File: src/rtl/normalizer_pkg.sv
// Shared definitions for the pipelined normaliser.
// Holds the default widths, the packed flag struct and the flag bit positions.
package normalizer_pkg;

   localparam int DEFAULT_MANTISSA_N = 25;
   localparam int DEFAULT_EXP_N      = 8;

   // out_flags bit positions, matching the field order of norm_flags_t
   localparam int FLAG_OVERFLOW  = 2;
   localparam int FLAG_UNDERFLOW = 1;
   localparam int FLAG_ZERO      = 0;

   typedef struct packed {
      logic overflow;
      logic underflow;
      logic zero;
   } norm_flags_t;

endpackage

File: src/rtl/pipelined_normalizer_if.sv
// Valid/ready stream interface of the normaliser.
// The in_* channel carries raw mantissa/exponent into the block.
// The out_* channel carries the normalised result, sticky bit and flags.
// Modports:
//   master - the environment side (drives in_* data, in_valid and out_ready)
//   slave  - the normaliser side
interface pipelined_normalizer_if
   import normalizer_pkg::*;
#(
   parameter int MANTISSA_N = DEFAULT_MANTISSA_N,
   parameter int EXP_N      = DEFAULT_EXP_N
);

   logic                  in_valid;
   logic                  in_ready;
   logic [MANTISSA_N-1:0] in_mantissa;
   logic [EXP_N-1:0]      in_exp;

   logic                  out_valid;
   logic                  out_ready;
   logic [MANTISSA_N-1:0] out_mantissa;
   logic [EXP_N-1:0]      out_exp;
   logic                  out_sticky;
   logic [2:0]            out_flags;

   modport master (
      output in_valid, in_mantissa, in_exp, out_ready,
      input  in_ready, out_valid, out_mantissa, out_exp, out_sticky, out_flags
   );

   modport slave (
      input  in_valid, in_mantissa, in_exp, out_ready,
      output in_ready, out_valid, out_mantissa, out_exp, out_sticky, out_flags
   );

endinterface

File: src/rtl/leading_zero_counter.sv
// Leading-zero counter.
// Ports:
//   data     - word to scan, MSB first
//   count    - number of zeros above the highest set bit (WIDTH when all zero)
//   all_zero - data is entirely zero
module leading_zero_counter #(
   parameter int WIDTH = 24,
   parameter int CNT_N = $clog2(WIDTH + 1)
) (
   input  logic [WIDTH-1:0] data,
   output logic [CNT_N-1:0] count,
   output logic             all_zero
);

   // Scanning upward lets the highest set bit make the final assignment.
   always_comb begin
      count = CNT_N'(WIDTH);
      for (int i = 0; i < WIDTH; i++) begin
         if (data[i]) count = CNT_N'(WIDTH - 1 - i);
      end
   end

   assign all_zero = (data == '0);

endmodule

File: src/rtl/pipelined_normalizer.sv
// Two-stage mantissa normaliser with valid/ready flow control.
// S1 captures the input, its carry bit and leading-zero count; S2 applies the
// shift, adjusts the exponent and produces sticky and flags.
// Ports:
//   clk   - clock, rising edge
//   rst_n - asynchronous active-low reset
//   bus   - normaliser stream interface (slave side)
module pipelined_normalizer
   import normalizer_pkg::*;
#(
   parameter int MANTISSA_N = DEFAULT_MANTISSA_N,
   parameter int EXP_N      = DEFAULT_EXP_N
) (
   input logic                 clk,
   input logic                 rst_n,
   pipelined_normalizer_if.slave bus
);

   localparam int SHIFT_N = $clog2(MANTISSA_N);
   localparam int FRAC_N  = MANTISSA_N - 1;
   localparam logic [EXP_N-1:0] EXP_MAX   = '1;
   localparam logic [EXP_N:0]   EXP_MAX_W = {1'b0, EXP_MAX};

   logic                  s1_valid;
   logic [MANTISSA_N-1:0] s1_mant;
   logic [EXP_N-1:0]      s1_exp;
   logic                  s1_carry;
   logic                  s1_zero;
   logic [SHIFT_N-1:0]    s1_lz;

   logic                  s2_ready;
   logic [SHIFT_N-1:0]    lz_cnt;
   logic                  lz_all_zero;

   logic [MANTISSA_N-1:0] out_mant_q;
   logic [EXP_N-1:0]      out_exp_q;
   logic                  out_sticky_q;
   logic                  out_valid_q;
   norm_flags_t           out_flags_q;

   logic [MANTISSA_N-1:0] nx_mant;
   logic [EXP_N-1:0]      nx_exp;
   logic                  nx_sticky;
   norm_flags_t           nx_flags;
   logic [SHIFT_N-1:0]    shamt;
   logic [EXP_N:0]        e_inc;
   logic [EXP_N:0]        e_dec;
   logic [EXP_N:0]        lz_w;

   assign s2_ready     = !out_valid_q || bus.out_ready;
   assign bus.in_ready = !s1_valid || s2_ready;

   leading_zero_counter #(
      .WIDTH (FRAC_N),
      .CNT_N (SHIFT_N)
   ) u_lzc (
      .data     (bus.in_mantissa[FRAC_N-1:0]),
      .count    (lz_cnt),
      .all_zero (lz_all_zero)
   );

   always_ff @(posedge clk or negedge rst_n) begin
      if (!rst_n) begin
         s1_valid <= 1'b0;
         s1_mant  <= '0;
         s1_exp   <= '0;
         s1_carry <= 1'b0;
         s1_zero  <= 1'b0;
         s1_lz    <= '0;
      end else if (bus.in_ready) begin
         s1_valid <= bus.in_valid;
         if (bus.in_valid) begin
            s1_mant  <= bus.in_mantissa;
            s1_exp   <= bus.in_exp;
            s1_carry <= bus.in_mantissa[MANTISSA_N-1];
            s1_zero  <= lz_all_zero && !bus.in_mantissa[MANTISSA_N-1];
            s1_lz    <= lz_cnt;
         end
      end
   end

   // Exponent math is one bit wider than EXP_N so neither +1 nor -lz wraps.
   assign e_inc = {1'b0, s1_exp} + (EXP_N+1)'(1);
   assign lz_w  = (EXP_N+1)'(s1_lz);
   assign e_dec = {1'b0, s1_exp} - lz_w;

   always_comb begin
      nx_mant   = s1_mant;
      nx_exp    = s1_exp;
      nx_sticky = 1'b0;
      nx_flags  = '0;
      shamt     = '0;
      if (s1_exp == EXP_MAX) begin
         // inf/NaN: pass through untouched
      end else if (s1_zero) begin
         nx_mant       = '0;
         nx_exp        = '0;
         nx_flags.zero = 1'b1;
      end else if (s1_carry) begin
         if (e_inc >= EXP_MAX_W) begin
            nx_mant           = '0;
            nx_exp            = EXP_MAX;
            nx_flags.overflow = 1'b1;
         end else begin
            nx_mant   = s1_mant >> 1;
            nx_exp    = e_inc[EXP_N-1:0];
            nx_sticky = s1_mant[0];
         end
      end else if (lz_w >= {1'b0, s1_exp}) begin
         // Here s1_exp <= s1_lz <= MANTISSA_N-2, so it fits the shift width.
         shamt              = s1_exp[SHIFT_N-1:0];
         nx_mant            = s1_mant << shamt;
         nx_exp             = '0;
         nx_flags.underflow = 1'b1;
      end else begin
         shamt   = s1_lz;
         nx_mant = s1_mant << shamt;
         nx_exp  = e_dec[EXP_N-1:0];
      end
   end

   always_ff @(posedge clk or negedge rst_n) begin
      if (!rst_n) begin
         out_valid_q  <= 1'b0;
         out_mant_q   <= '0;
         out_exp_q    <= '0;
         out_sticky_q <= 1'b0;
         out_flags_q  <= '0;
      end else if (s2_ready) begin
         out_valid_q <= s1_valid;
         if (s1_valid) begin
            out_mant_q   <= nx_mant;
            out_exp_q    <= nx_exp;
            out_sticky_q <= nx_sticky;
            out_flags_q  <= nx_flags;
         end
      end
   end

   assign bus.out_valid    = out_valid_q;
   assign bus.out_mantissa = out_mant_q;
   assign bus.out_exp      = out_exp_q;
   assign bus.out_sticky   = out_sticky_q;
   assign bus.out_flags    = out_flags_q;

endmodule

File: src/flat_wrapper.sv
// flat-port wrapper written by rule: the top's interface ports become plain ports
module pipelined_normalizer_flat import normalizer_pkg::*;
#(
   parameter int MANTISSA_N = DEFAULT_MANTISSA_N,
   parameter int EXP_N      = DEFAULT_EXP_N
)
  (clk, rst_n, bus_in_valid, bus_in_mantissa, bus_in_exp, bus_out_ready, bus_in_ready, bus_out_valid, bus_out_mantissa, bus_out_exp, bus_out_sticky, bus_out_flags);
  pipelined_normalizer_if #(.MANTISSA_N(MANTISSA_N), .EXP_N(EXP_N)) bus_i ();
  input logic clk;
  input logic rst_n;
  input wire logic [$bits(bus_i.in_valid)-1:0] bus_in_valid;
  input wire logic [$bits(bus_i.in_mantissa)-1:0] bus_in_mantissa;
  input wire logic [$bits(bus_i.in_exp)-1:0] bus_in_exp;
  input wire logic [$bits(bus_i.out_ready)-1:0] bus_out_ready;
  output wire logic [$bits(bus_i.in_ready)-1:0] bus_in_ready;
  output wire logic [$bits(bus_i.out_valid)-1:0] bus_out_valid;
  output wire logic [$bits(bus_i.out_mantissa)-1:0] bus_out_mantissa;
  output wire logic [$bits(bus_i.out_exp)-1:0] bus_out_exp;
  output wire logic [$bits(bus_i.out_sticky)-1:0] bus_out_sticky;
  output wire logic [$bits(bus_i.out_flags)-1:0] bus_out_flags;
  assign bus_i.in_valid = bus_in_valid;
  assign bus_i.in_mantissa = bus_in_mantissa;
  assign bus_i.in_exp = bus_in_exp;
  assign bus_i.out_ready = bus_out_ready;
  assign bus_in_ready = bus_i.in_ready;
  assign bus_out_valid = bus_i.out_valid;
  assign bus_out_mantissa = bus_i.out_mantissa;
  assign bus_out_exp = bus_i.out_exp;
  assign bus_out_sticky = bus_i.out_sticky;
  assign bus_out_flags = bus_i.out_flags;
  pipelined_normalizer #(.MANTISSA_N(MANTISSA_N), .EXP_N(EXP_N)) u_core (.clk(clk), .rst_n(rst_n), .bus(bus_i));
endmodule
File: config.mk
export PLATFORM = sky130hd
export DESIGN_NAME = pipelined_normalizer_flat
export DESIGN_NICKNAME = d
export VERILOG_FILES = /design/src/rtl/normalizer_pkg.sv /design/src/rtl/pipelined_normalizer_if.sv /design/src/rtl/leading_zero_counter.sv /design/src/rtl/pipelined_normalizer.sv /design/src/flat_wrapper.sv
export SDC_FILE = /design/constraint.sdc
export NUM_CORES = 1
export LEC_CHECK = 0
export ABC_AREA = 1
export BUFFER_PORTS_ARGS = -buffer_cell sky130_fd_sc_hd__buf_4
export CAP_MARGIN = 20
export CORE_UTILIZATION = 35
export CTS_CLUSTER_DIAMETER = 60
export DETAILED_ROUTE_END_ITERATION = 7
export PLACE_DENSITY = 0.55
export SLEW_MARGIN = 15
export SYNTH_ARGS = -nofsm -noshare
export SYNTH_HDL_FRONTEND = slang
export SYNTH_HIERARCHICAL = 1
export SYNTH_SLANG_ARGS = --single-unit
File: constraint.sdc
create_clock -name clk -period 3.2 [get_ports clk]
set_input_delay 0.32 -clock clk [delete_from_list [all_inputs] [get_ports clk]]
set_output_delay 0.32 -clock clk [all_outputs]
set_load 0.1 [all_outputs]
==> results.py, run 1 <==
metrics = {
    "outcome": {
        "outcome": "finished clean",
    },
    "place": {
        "gp_congestion": 0.992,
        "dp_hpwl_mm": 14.5,
        "dpl_cell_area_um2": 6480,
        "io_buffers": 75,
    },
    "power": {
        "vdd.ir_drop.worst_mv": 0.394,
        "power.density_nw_per_um2": 869,
        "p_leak_nw": 3.37,
    },
    "grt": {
        "grtUsageTotal_pct": 24.8,
        "antenna_found_initial": 0,
        "first_global_vias": 5689,
        "grt_overflow": 0,
        "grt_max_degree": 63,
        "grt_pass1_wl_mm": 31.2,
    },
    "detailed_routing": {
        "via_per_inst": 5.25,
        "ant_nets": 0,
        "drc": 0,
        "dr.pass1.iters": 5,
        "wl_per_cell_um": 16.9,
        "vias": 6058,
        "wirelength_mm": 19.5,
        "drt_iter0_markers": 462,
    },
    "synth": {
        "ys_seq_area_share_pct": 34.2,
        "yosys-top-cells-area": "dfrtp_1, nand2_1, nand3_1",
        "synth_cell_types": 40,
        "syn_area_um2": 5700,
        "synth-seq-cells": 78,
        "synthCells": 863,
        "syn_nets": 908,
        "syn_avg_cell_area_um2": 6.61,
        "yosysWarnings": 6,
        "synth_area_leader_cell": "dfrtp_1",
        "synth_top_area_share_pct": 34.2,
    },
    "die": {
        "core_um2": 15900,
        "die_h_um": 130,
        "rows": 46,
        "fp.dieW_um": 130,
        "io_pins": 76,
        "die-area_um2": 16800,
        "initial_core_util_pct": 35.9,
    },
    "layout": {
        "final_cell_area_um2": 6860,
        "drive_gt1_share_pct": 16.4,
        "nets": 979,
        "fin_util_pct": 43.2,
        "final_cell_mix": "nand2_1, nand3_1, buf_4, dfrtp_1, inv_1",
        "layout_commonest_cell": "nand2_1",
        "syn2layout_area_growth_pct": 20.3,
        "diodes": 0,
    },
    "hold_path": {
        "worstHoldStart": "bus_in_exp[0]",
        "hp-class": "in -> reg",
        "hold_depth": 3,
        "holdPathEnd": "u_core/s1_exp[0]",
    },
    "timing": {
        "max_freq_ghz": 0.347,
        "drv_slew": 0,
        "rsz0062_at_grt": "false",
        "relSlewSlack_pct": 41.1,
        "setup_tns_ps": 0,
        "finalHoldViolations": 0,
        "tightest_slew_ps": 883,
        "fin_crit_sh_pct": 89.9,
        "setup_violations": 0,
        "final.setup_skew_ps": 7.00,
        "fin_crit_ps": 2880,
    },
    "critical_path": {
        "rr_endpoint": "u_core/bus.out_mantissa[23]",
        "critPathArrivalTime_ps": 3110,
        "end_kind": "flip-flop",
        "r2r_cells": 19,
        "critPathTopFamily": "simple AND/OR/NAND/NOR gates",
        "critPathBufInv": 3,
        "crit_path_cell_trace": "inv_1, ha_1, inv_1, fa_1, nand2_1, nand2_1, nand3_2, nand2_4, nand2_8, nand2_1, o21ai_4, buf_4, nand3_1, nand3_1, nand3_1, nand3_1, nand2_1, nand2_1, a21oi_1",
        "cp.required_ps": 3430,
        "crit_top_cell": "nand2_1",
        "cpPeakStageDelay_ps": 390,
        "critPathKind": "reg -> reg",
        "cp_slowest_cell": "fa_1",
        "critPathMaxFanout": 13,
        "reg2reg_setup_slack_ps": 320,
        "start_kind": "flip-flop",
        "r2r_start": "u_core/s1_exp[0]",
    },
    "clocking": {
        "clockRootBuffer": "clkbuf_16",
        "cts_max_level": 3,
        "cts_tree": "yes",
        "numClockSinks": 78,
        "cts_buffers": 9,
        "clock_latency_ps": 360,
        "path_clk_slew_ps": 60,
        "clockBufferDepth": 2,
    },
    "run": {
        "cap_viol_max_count": 0,
    },
}
[cells by family after synthesis]
logic type               count (synthesis)  synth area share [%]
adder cells (fa/ha/maj)                  8                  1.89
XOR/XNOR                                 7                  1.08
flip-flops                              78                  34.2
AND/OR/NAND/NOR                        487                  38.0
AO/OA/AOI/OAI                          154                  14.9
buffers and inverters                  129                  9.94
[power by group]
| group | switching [W] | leakage, nW | internal (W) | total, W |
|---|---|---|---|---|
| combinational | 0.00259 | 2.29 | 0.000866 | 0.00346 |
| sequential | 0.000198 | 0.928 | 0.00123 | 0.00143 |
| clock | 0.000445 | 0.150 | 0.000628 | 0.00107 |
[what timing repair did]
| action | CTS | global route |
|---|---|---|
| buffers inserted | 0 | 7 |
| endpoints found under the setup margin | 0 | 15 |
| endpoints found under the hold margin | 31 | 0 |
| resized for setup | 0 | 4 |
| hold buffers | 1 | 0 |
[area by class of cell]
type,instances,area [µm²]
Fill cell,1747,9030
Timing Repair Buffer,105,816
Tap cell,216,270
Multi-Input combinational cell,656,3200
Clock buffer,11,243
Inverter,84,320
Clock inverter,5,57.6
Sequential cell,78,1950
[metrics by stage]
stage                     std cells  total power, W  setup slack [ps]  hold WS [ps]
after floorplan                 863         0.00401               185          24.4
after CTS                      1148         0.00594               204           162
after global placement         1131         0.00485               241           309
after detailed placement       1131         0.00485               216           313
final                          1155         0.00596               322           169
after global routing           1155         0.00632              38.4           186
[flip-flops by register name, summed over array words and instances, names as in the netlist]
name                     cells
u_core/s1_exp                8
u_core/bus.out_flags         3
u_core/bus.out_exp           8
u_core/s1_lz                 5
u_core/bus.out_mantissa     25
u_core/bus.out_sticky        1
u_core/s1_mant              25
u_core/s1_zero               1
u_core/bus.out_valid         1
u_core/s1_valid              1
[worst register-to-register path: stages (launching register included)]
cell     delay [ps]
dfrtp_1         370
inv_1            80
ha_1            160
inv_1            60
fa_1            390
nand2_1          90
nand2_1          90
nand3_2          90
nand2_4          80
nand2_8         150
nand2_1         120
o21ai_4         170
buf_4           270
nand3_1         120
nand3_1         100
nand3_1          90
nand3_1         120
nand2_1          60
nand2_1          90
a21oi_1          80
[metal layers]
metal	part of all wire, %	vias to the layer above	global-route usage (%)
li1	-	2996	-
met2	44	213	36.9
met3	5.4	37	2.89
met5	0	-	0
met4	2.4	0	9.92
met1	48	2812	36.3
[Yosys cell counts (all sizes together)]
master / number
o21bai: 1
dfrtp: 78
clkbuf: 20
a22o: 1
a311oi: 1
xnor2: 2
xor2: 5
fa: 1
o211ai: 3
nor3: 13
nand3: 150
nor4: 4
or2: 1
o21ai: 67
a21boi: 1
clkinv: 1
o31ai: 3
nand2: 239
a21oi: 73
a31oi: 4
ha: 7
nor2: 73
buf: 25
nand4: 7
inv: 83
[how the worst max path moves through the flow]
stage                    startpoint                          end  slack [ps]  cells after the start
4_1_cts            u_core/s1_exp[0]  u_core/bus.out_mantissa[16]         200                     19
5_1_grt            u_core/s1_exp[0]  u_core/bus.out_mantissa[19]          40                     21
3_5_place_dp       u_core/s1_exp[0]  u_core/bus.out_mantissa[16]         220                     19
3_3_place_gp       u_core/s1_exp[0]  u_core/bus.out_mantissa[16]         240                     19
6_report           u_core/s1_exp[0]  u_core/bus.out_mantissa[23]         320                     19
2_1_floorplan  u_core/bus.out_valid           u_core/s1_mant[12]         180                      7
Power figures use the tool's default switching activity.
==> inputs of run 2 (changes only) <==
Settings changed: ABC_CLOCK_PERIOD_IN_PS set to 3200, CTS_CLUSTER_SIZE set to 20, PLACE_DENSITY 0.55 to 0.64.
==> run 2 against run 1 <==
Compared with the run above: clock skew increased by 8.5 ps; worst hold slack got worse by 7.7 ps; critical path depth unchanged; highest routed layer unchanged.
==> results.py, run 2 (synthesis gave the netlist of run 1 again) <==
metrics = {
    "timing": {
        "fin_crit_ps": 2950,
        "drv_slew": 0,
        "setup_violations": 0,
        "setup_tns_ps": 0,
        "tightest_slew_ps": 613,
        "postLayoutSetupSlackWorst_ps": 246,
        "fin_crit_sh_pct": 92.3,
        "finalHoldViolations": 0,
        "relSlewSlack_pct": 59.0,
        "final.setup_skew_ps": 15.5,
        "max_freq_ghz": 0.339,
    },
    "layout": {
        "diodes": 0,
        "final_cell_mix": "nand2_1, nand3_1, buf_4, dfrtp_1, inv_1",
        "syn2layout_area_growth_pct": 20.5,
        "nets": 971,
        "layout_commonest_cell": "nand2_1",
        "drive_gt1_share_pct": 16.0,
    },
    "critical_path": {
        "r2r_cells": 19,
        "rr_endpoint": "u_core/bus.out_mantissa[24]",
        "end_kind": "flip-flop",
        "reg2reg_setup_slack_ps": 250,
        "critPathMaxFanout": 13,
        "r2r_start": "u_core/s1_exp[0]",
        "critPathKind": "reg -> reg",
        "cp.required_ps": 3440,
        "critPathArrivalTime_ps": 3200,
        "start_kind": "flip-flop",
    },
    "die": {
        "core_um2": 15900,
        "initial_core_util_pct": 35.9,
        "die_h_um": 130,
        "fp.dieW_um": 130,
        "io_pins": 76,
        "die-area_um2": 16800,
        "rows": 46,
    },
    "clocking": {
        "clock_latency_ps": 360,
        "numClockSinks": 78,
        "cts_buffers": 9,
        "clockRootBuffer": "clkbuf_16",
        "cts_max_level": 3,
        "clockBufferDepth": 2,
        "path_clk_slew_ps": 70,
        "cts_tree": "yes",
    },
    "power": {
        "power_frac_comb_pct": 57.2,
        "power.share.clock_pct": 19.0,
        "p_sw_share_pct": 54.1,
        "vdd.ir_drop.worst_mv": 0.433,
        "p_leak_nw": 3.35,
        "total_power_w": 0.00605,
        "seqPwrFrac_pct": 23.8,
        "p_int_w": 0.00278,
        "power.density_nw_per_um2": 881,
        "netSwitchingPower_w": 0.00327,
    },
    "place": {
        "dp_hpwl_mm": 14.3,
        "io_buffers": 75,
        "gp_congestion": 0.932,
        "dp_worst_setup_slack_ps": 227,
    },
    "hold_path": {
        "holdPathEnd": "u_core/s1_exp[4]",
        "hp-class": "in -> reg",
        "hold_depth": 3,
        "worstHoldStart": "bus_in_exp[4]",
    },
    "outcome": {
        "outcome": "finished clean",
    },
    "detailed_routing": {
        "wl_per_cell_um": 17.4,
        "dr.pass1.iters": 6,
        "vias": 6163,
        "drc": 0,
        "ant_nets": 0,
        "drt_iter0_markers": 603,
        "via_per_inst": 5.37,
        "wirelength_mm": 20.0,
    },
    "grt": {
        "grtUsageTotal_pct": 24.4,
        "antenna_found_initial": 0,
        "first_global_vias": 5675,
        "grt_max_degree": 56,
        "grt_overflow": 0,
        "grt_pass1_wl_mm": 31.1,
    },
    "run": {
        "cap_viol_max_count": 0,
    },
}
-- run 2: per-layer routing --
metal  track usage, %  vias up  wire length [µm]
met3             3.96       32              1750
met5                0        -                 0
met1             35.2     2864              9080
met4             8.96        0               423
met2             36.5      281              8730
li1                 -     2986                 -
-- run 2: power by group through the flow --
stage	clock, W	combinational [W]	sequential, W
finish	0.00115	0.00346	0.00144
global route	0.00121	0.00369	0.00148
CTS	0.00117	0.00338	0.00144
detailed placement	0	0.00337	0.00146
global placement	0	0.00337	0.00146
floorplan	0	0.00131	0.00270
-- run 2: worst max path at each step --
stage                                     from                     endpoint  slack, ps  cells past startpoint
after global placement        u_core/s1_exp[0]   u_core/bus.out_mantissa[5]        270                     19
after CTS                      u_core/s1_lz[0]  u_core/bus.out_mantissa[24]        210                     17
final                         u_core/s1_exp[0]  u_core/bus.out_mantissa[24]        250                     19
after floorplan           u_core/bus.out_valid           u_core/s1_mant[12]        180                      7
after global routing          u_core/s1_exp[0]  u_core/bus.out_mantissa[23]         -5                     19
after detailed placement       u_core/s1_lz[0]  u_core/bus.out_mantissa[24]        230                     17
-- run 2: timing repair --
| item | in CTS | in global routing |
|---|---|---|
| setup buffers | 0 | 1 |
| gates resized for setup | 0 | 9 |
| endpoints found under the hold margin | 24 | 0 |
| endpoints found under the setup margin | 0 | 10 |
| hold buffers | 1 | 0 |
-- run 2: layout make-up --
cell class	instances	area, µm²
fill	1729	9020
multi-input combinational	659	3240
sequential	78	1950
timing repair buffer	94	749
inverter	84	320
tap	216	270
clock buffer	10	239
clock inverter	6	92.6
-- run 2: worst max-delay path: stages, from the launching register on --
cell,delay [ps]
dfrtp_1,380
inv_1,70
ha_1,160
inv_1,60
fa_1,390
nand2_1,80
nand2_1,90
nand3_2,90
nand2_4,90
nand2_8,170
nand2_1,110
o21ai_4,200
buf_4,280
nand3_1,120
nand3_1,130
nand3_1,90
nand2_1,80
nand2_1,80
nand3_1,90
a21oi_1,60
-- run 2: through the flow --
stage,hold WS [ps],util (%),cells,cell area (µm²)
after global routing,179,43.2,1147,6870
after global placement,269,40.6,1126,6450
after detailed placement,270,40.6,1126,6450
after floorplan,24.4,-,863,5700
final,161,43.2,1147,6870
after CTS,159,42.8,1143,6790
